**config.mk**
```make
export PLATFORM = sky130hd
export DESIGN_NAME = periph_timer_regs
export DESIGN_NICKNAME = d
export VERILOG_FILES = /design/src/rtl/periph_timer_regs_pkg.sv /design/src/rtl/periph_timer_regs_scan_clk_div.sv /design/src/rtl/periph_timer_regs.sv
export SDC_FILE = /design/constraint.sdc
export NUM_CORES = 1
export LEC_CHECK = 0
export ABC_CLOCK_PERIOD_IN_PS = 4600
export BUFFER_PORTS_ARGS = -buffer_cell sky130_fd_sc_hd__buf_2
export CORE_MARGIN = 2
export CORE_UTILIZATION = 55
export DETAILED_ROUTE_END_ITERATION = 7
export GPL_TIMING_DRIVEN = 0
export PLACE_DENSITY = 0.78
export SLEW_MARGIN = 20
export SYNTH_ARGS = -nofsm -noshare
export SYNTH_HDL_FRONTEND = slang
export SYNTH_SLANG_ARGS = --single-unit
```
**constraint.sdc**
```tcl
create_clock -name clk -period 4.6 [get_ports clk]
set_input_delay 0.46 -clock clk [delete_from_list [all_inputs] [get_ports clk]]
set_output_delay 0.46 -clock clk [all_outputs]
set_load 0.02 [all_outputs]
```
**src/rtl/periph_timer_regs_pkg.sv**
```systemverilog
// Shared constants for the CPU peripheral register block:
// bus address map, TCON bit positions and the address decoder.
package periph_pkg;

    localparam logic [31:0] ADDR_TH      = 32'h4000_0000;
    localparam logic [31:0] ADDR_TL      = 32'h4000_0004;
    localparam logic [31:0] ADDR_TCON    = 32'h4000_0008;
    localparam logic [31:0] ADDR_LED     = 32'h4000_000C;
    localparam logic [31:0] ADDR_DIGITS  = 32'h4000_0010;
    localparam logic [31:0] ADDR_SYSTICK = 32'h4000_0014;

    localparam int TCON_EN = 0;
    localparam int TCON_IE = 1;
    localparam int TCON_IS = 2;

    typedef enum logic [2:0] {
        SEL_NONE,
        SEL_TH,
        SEL_TL,
        SEL_TCON,
        SEL_LED,
        SEL_DIGITS,
        SEL_SYSTICK
    } reg_sel_e;

    // Full 32-bit match; misaligned or foreign addresses map to nothing.
    function automatic reg_sel_e decode(input logic [31:0] addr);
        case (addr)
            ADDR_TH:      return SEL_TH;
            ADDR_TL:      return SEL_TL;
            ADDR_TCON:    return SEL_TCON;
            ADDR_LED:     return SEL_LED;
            ADDR_DIGITS:  return SEL_DIGITS;
            ADDR_SYSTICK: return SEL_SYSTICK;
            default:      return SEL_NONE;
        endcase
    endfunction

endpackage

```
**src/rtl/periph_timer_regs_scan_clk_div.sv**
```systemverilog
// Scan clock divider: square wave with period 2*SCAN_DIV clk cycles.
// Ports: clk, reset_n (sync, active-low), oScanClk (registered).
import periph_pkg::*;

module scan_clk_div #(
    parameter int SCAN_DIV = 50000
) (
    input  logic clk,
    input  logic reset_n,
    output logic oScanClk
);

    localparam int CW = (SCAN_DIV > 1) ? $clog2(SCAN_DIV) : 1;
    localparam logic [CW-1:0] CNT_LAST = CW'(SCAN_DIV - 1);

    logic [CW-1:0] cnt_q, cnt_d;
    logic          scan_q, scan_d;

    always_comb begin
        cnt_d  = cnt_q + CW'(1);
        scan_d = scan_q;
        if (cnt_q == CNT_LAST) begin
            cnt_d  = '0;
            scan_d = ~scan_q;
        end
    end

    always_ff @(posedge clk) begin
        if (!reset_n) begin
            cnt_q  <= '0;
            scan_q <= 1'b0;
        end else begin
            cnt_q  <= cnt_d;
            scan_q <= scan_d;
        end
    end

    assign oScanClk = scan_q;

endmodule

```
**src/rtl/periph_timer_regs.sv**
```systemverilog
// Memory-mapped timer/LED/display register block at 0x4000_0000.
// Ports: CPU load/store bus in, combinational oReadData out,
// oIRQ/oInterrupt (TCON status), oDigits, oLeds, oScanClk to the display.
import periph_pkg::*;

module periph_timer_regs #(
    parameter int SCAN_DIV = 50000
) (
    input  logic        clk,
    input  logic        reset_n,
    input  logic        iMemRead,
    input  logic        iMemWrite,
    input  logic [31:0] iAddr,
    input  logic [31:0] iWriteData,
    output logic [31:0] oReadData,
    output logic        oIRQ,
    output logic [15:0] oDigits,
    output logic        oInterrupt,
    output logic        oScanClk,
    output logic [7:0]  oLeds
);

    reg_sel_e sel;

    logic [31:0] th_q, th_d;
    logic [31:0] tl_q, tl_d;
    logic [2:0]  tcon_q, tcon_d;
    logic [7:0]  led_q, led_d;
    logic [15:0] dig_q, dig_d;
    logic [31:0] tick_q, tick_d;

    logic ovf;
    logic irq_set;

    assign sel     = decode(iAddr);
    assign ovf     = tcon_q[TCON_EN] && (tl_q == 32'hFFFF_FFFF);
    assign irq_set = ovf && tcon_q[TCON_IE];

    always_comb begin
        th_d   = th_q;
        tl_d   = tl_q;
        tcon_d = tcon_q;
        led_d  = led_q;
        dig_d  = dig_q;
        tick_d = tick_q + 32'd1;

        if (tcon_q[TCON_EN]) begin
            tl_d = ovf ? th_q : tl_q + 32'd1;
        end
        tcon_d[TCON_IS] = tcon_q[TCON_IS] | irq_set;

        // CPU writes override the timer, except that a same-cycle
        // overflow still sets the status so no interrupt is lost.
        if (iMemWrite) begin
            case (sel)
                SEL_TH:     th_d   = iWriteData;
                SEL_TL:     tl_d   = iWriteData;
                SEL_TCON:   tcon_d = {iWriteData[2] | irq_set,
                                      iWriteData[1:0]};
                SEL_LED:    led_d  = iWriteData[7:0];
                SEL_DIGITS: dig_d  = iWriteData[15:0];
                default:    ;
            endcase
        end
    end

    always_ff @(posedge clk) begin
        if (!reset_n) begin
            th_q   <= '0;
            tl_q   <= '0;
            tcon_q <= '0;
            led_q  <= '0;
            dig_q  <= '0;
            tick_q <= '0;
        end else begin
            th_q   <= th_d;
            tl_q   <= tl_d;
            tcon_q <= tcon_d;
            led_q  <= led_d;
            dig_q  <= dig_d;
            tick_q <= tick_d;
        end
    end

    always_comb begin
        oReadData = '0;
        if (iMemRead) begin
            case (sel)
                SEL_TH:      oReadData = th_q;
                SEL_TL:      oReadData = tl_q;
                SEL_TCON:    oReadData = {29'd0, tcon_q};
                SEL_LED:     oReadData = {24'd0, led_q};
                SEL_DIGITS:  oReadData = {16'd0, dig_q};
                SEL_SYSTICK: oReadData = tick_q;
                default:     oReadData = '0;
            endcase
        end
    end

    assign oIRQ       = tcon_q[TCON_IS];
    assign oInterrupt = tcon_q[TCON_IS];
    assign oDigits    = dig_q;
    assign oLeds      = led_q;

    scan_clk_div #(
        .SCAN_DIV (SCAN_DIV)
    ) u_scan (
        .clk      (clk),
        .reset_n  (reset_n),
        .oScanClk (oScanClk)
    );

endmodule

```
# == After elaboration in Yosys (flattened, before gate mapping) ==
# Index checks and enable logic that the tools add are counted.
# classes
add_sub_neg,3
n_eq_ne,14
mux,9
bitwise,4
reduce_logical,7
# op_table
operator,n
equality test 32 x 31 -> 1 bit (second input constant),6
case mux 32 bit (6 select lines),1
2-to-1 mux 32 bit,5
adder 32 x 1 -> 32 bit (second input constant),2
equality test 32 bit (second input constant),1
case mux 3 bit (6 select lines),1
adder 16 x 1 -> 16 bit (second input constant),1
equality test 16 bit (second input constant),1
equality test 3 bit (second input constant),3
AND reduction 2 bit,4
equality test 3 x 2 -> 1 bit (second input constant),2
2-to-1 mux 3 bit,2
equality test 3 x 1 -> 1 bit (second input constant),1
logical AND 1 bit,2
inverter 1 bit,2
OR 1 bit,2
OR reduction 2 bit,1
# word_totals
ff_bits,140
inputBits,68
output_inout_bits,59
word_cells,46

# == Logic depth before layout (Yosys ltp) ==
# depth
ltp_word,6
ltp_mapped,9
depth_no_buf,7

# == Cells and area by module ==
# Synthesis repeated with hierarchy kept, for this count alone.
# hier_totals
hier_cells,940
hier_area_um2,8005.2
# by_module_without_submodules
mod,n_inst,cells_per_inst,area_per_inst_um2
periph_timer_regs,1,857,7215.7
scan_clk_div,1,83,789.5

# == Least setup slack after synthesis ==
# No wires, ideal clock.
# synth_path
kind,input-to-output
start,input port iAddr[25]
end,output port oReadData[3]
t_arrival_ns,2.214
slack_ns,1.926
stages,7
cell_sequence,nor4_1 nand4_2 or2_4 nor3_2 buf_2 a32oi_1 a21oi_1
# synth_via
elab_chain_len,5
elab_cells_between_ends,15
classes_between,eq/ne (12); mux (3)
# synth_rtl
item,line,source
start: declaration,periph_timer_regs.sv:13,"input logic [31:0] iAddr,"
equality test 32 x 31 -> 1 bit,periph_timer_regs_pkg.sv:28,case (addr)
case mux 3 bit (6 select lines) (*),periph_timer_regs_pkg.sv:28,
"equality test 3 bit, or another cell as far along",periph_timer_regs.sv:88,case (sel)
case mux 32 bit (6 select lines) (*),periph_timer_regs.sv:88,
2-to-1 mux 32 bit (*),periph_timer_regs.sv:87,if (iMemRead) begin
end: declaration,periph_timer_regs.sv:15,"output logic [31:0] oReadData,"
# Every way passes the cells marked *; elsewhere a longest branch is shown, timed or not.

# == Worst setup path after layout ==
# Same ends and word-level chain as after synthesis.

==> results.tsv <==
stage	metric	value	unit
synth	syn_area	7640	µm²
synth	ys.flop_type	dfxtp_1	
routing	drt_iter0_drc	1095	
synth	synth_mux_area_frac	0.102	
clocking	holdBufCountCts	0	
routing	firstDrtPassIters	6	
synth	synthArstFlopShare	0	
clocking	post_cts_buffers	0	
clocking	cts_tree	done	
clocking	cts.sink_count	140	
floorplan	start_util	0.557	
routing	routed_via_density	6.15	
synth	syn_inst	938	
place	dp_worst_setup_slack	1.38	ns
sta	hold_viol	0	
synth	synth_compound_area_frac	0.150	
sta	relSlewSlack	0.394	
floorplan	core	13700	µm²
global_routing	antenna_found_initial	0	
place	placed_cells	1241	
power_and_ir_drop	power_frac_comb	0.045	
sta	rsz0062_at_grt	no	
clocking	worstSkewPairLatency	0.43	ns
finish	drive_gt1_frac	0.205	
global_routing	grt_pass1_vias	7188	
clocking	cts-root-buf	clkbuf_16	
worst_setup_path	critPathCaptureType	output pin	
synth	synth_top_family_by_area	simple AND/OR/NAND/NOR gates	
synth	synth_nets	1009	
power_and_ir_drop	total_power	2.82	mW
worst_setup_path	critPathKind	in -> out	
routing	vias	7821	
finish	fin_area	9100	µm²
routing	wirelength	25500	µm
synth	synthSimpleGateAreaFrac	0.280	
worst_setup_path	startpoint_type	primary input	
floorplan	std_cell_rows	43	
global_routing	grt_overflow	0	
clocking	cts_resized	0	
sta	fmax	305	MHz
global_routing	grt_start_max_net_pins	17	
floorplan	fp.dieH	122	µm
finish	final_cell_mix	145 x nor2_1, 140 x dfxtp_1, 139 x buf_2, 85 x nand2_1, 61 x a21oi_1	
synth	ys_ff_latch	140	
finish	fill_cells	1200	
finish	n_antenna_cell	0	
sta	setup_slack	1.32	ns
power_and_ir_drop	power_frac_seq	0.435	
sta	hold_ws	0.261	ns
synth	avgSynthCellArea	8.14	µm²
place	io_buffer_count	123	
power_and_ir_drop	switching_power	646	µW
sta	max_slew.worst_pin.slew	0.903	ns
clocking	htree_levels	4	
floorplan	die_x	122	µm
finish	utilization	0.663	
clocking	cts-buffers-inserted	17	
worst_setup_path	crit_arrival	2.82	ns
worst_setup_path	reg2reg_slack	1.91	ns
power_and_ir_drop	p_sw_frac	0.229	
outcome	status	completed	
routing	avgRoutedWirePerCell	20.0	µm
power_and_ir_drop	cellPowerDensity	309	nW/µm²
synth	ys_warn_count	0	
floorplan	dieArea	14800	µm²
floorplan	pin_count	127	
sta	fin_crit_sh	0.713	
place	postPlaceCellArea	8480	µm²
synth	synthAdderAreaFrac	0.00491	
synth	synth-xor-area-share	0.0504	
sta	finalSetupViolCount	0	
place	finalWeightedCongestion	1.01	
power_and_ir_drop	p_leak	3.41	nW
synth	synth_edf_count	0	
worst_hold_path	min_path_type	in -> reg	
synth	synth.distinct_cells	66	
finish	finalNonFillerCells	1272	
sta	report.final.slew_viol_count	0	
sta	period_needed	3.28	ns
worst_setup_path	cp_data_required_time	4.14	ns
clocking	cts.path.max_buffers	2	
power_and_ir_drop	peakVddDrop	0.000247	V
sta	skew	0.00773	ns
routing	drc	0	
worst_setup_path	worstPathMaxFanout	10	
global_routing	grt_pass1_wl	39200	µm
finish	nets	1151	
routing	ant_nets	0	
power_and_ir_drop	clockPowerShare	0.520	
power_and_ir_drop	internal_power	2.17	mW
synth	ys_seq_area_frac	0.367	
place	dp_hpwl	18600	µm
clocking	clkSlewWorstSetupHoldPaths	0.06	ns
finish	final_common_cell	nor2_1	
global_routing	grt_use_total	0.348	
finish	syn_to_final_growth	19.1	%
sta	setup-tns-final	0	ns
job	drv_cap	0	
-- registers in the layout, summed over array words and instances, names as in the netlist --
| signal | cells |
|---|---|
| oLeds | 8 |
| th_q | 32 |
| tick_q | 32 |
| tl_q | 32 |
| oDigits | 16 |
| tcon_q | 3 |
| u_scan.cnt_q | 16 |
| u_scan.oScanClk | 1 |
-- cell usage after synthesis (all sizes together), types with 5 or more instances --
library cell | n | share of area
a21oi | 61 | 0.040
a222oi | 5 | 0.0066
a22oi | 20 | 0.020
a31oi | 9 | 0.0074
a32oi | 6 | 0.0069
and2 | 9 | 0.0074
and3 | 16 | 0.013
and4 | 9 | 0.010
buf | 27 | 0.021
clkbuf | 32 | 0.016
dfxtp | 140 | 0.37
inv | 18 | 0.0088
mux2 | 17 | 0.025
mux2i | 59 | 0.077
nand2 | 86 | 0.043
nand3 | 54 | 0.037
nand4 | 25 | 0.023
nor2 | 147 | 0.073
nor3 | 19 | 0.017
nor4 | 16 | 0.025
o21ai | 52 | 0.034
o22ai | 5 | 0.0041
or3 | 9 | 0.0074
xnor2 | 20 | 0.023
xor2 | 24 | 0.028
-- metal layers --
metal | global-route usage | wire length (µm)
met5 | 0 | 0
met4 | 0.145 | 1040
met3 | 0.0857 | 2760
met2 | 0.540 | 11300
met1 | 0.463 | 10400
-- kinds of logic after synthesis --
family          count (synthesis)
simple gates                  414
compound gates                184
flops                         140
buf+inv                        77
mux                            76
xor+xnor                       44
fa+ha+maj                       3
-- worst paths after layout --
check,from,end,cells after the start
worst max-delay path,iAddr[25],oReadData[3],9
worst min-delay path,iWriteData[27],tl_q[27]$_SDFF_PN0_,3
worst max register to register,tl_q[0]$_SDFF_PN0_,tl_q[3]$_SDFF_PN0_,8
worst min register to register,u_scan.cnt_q[0]$_SDFF_PP0_,u_scan.cnt_q[0]$_SDFF_PP0_,1
-- cell type report --
| cell class | instances | area [µm²] | area share |
|---|---|---|---|
| buffer | 59 | 279 | 0.0307 |
| clock buffer | 19 | 433 | 0.0476 |
| clock inverter | 12 | 189 | 0.0208 |
| inverter | 18 | 67.6 | 0.00742 |
| multi-input combinational | 721 | 4490 | 0.493 |
| sequential | 140 | 2800 | 0.308 |
| tap | 180 | 225 | 0.0247 |
| timing repair buffer | 123 | 616 | 0.0676 |
-- power groups by stage --
stage / Combinational [mW] / Sequential, mW / Clock [mW]
detailed placement: 0.122 / 1.25 / 0
floorplan: 0.0559 / 1.25 / 0
global placement: 0.121 / 1.25 / 0
CTS: 0.123 / 1.23 / 1.47
global route: 0.134 / 1.23 / 1.53
finish: 0.126 / 1.23 / 1.46
-- worst max-delay path, stage by stage --
cell	delay (ns)
buf_2	0.09
nor4_1	0.32
nand4_2	0.37
or2_4	0.40
nor3_2	0.28
buf_2	0.34
a32oi_1	0.13
a21oi_1	0.22
buf_2	0.20
Note: power is estimated with default switching activity, not from simulation.
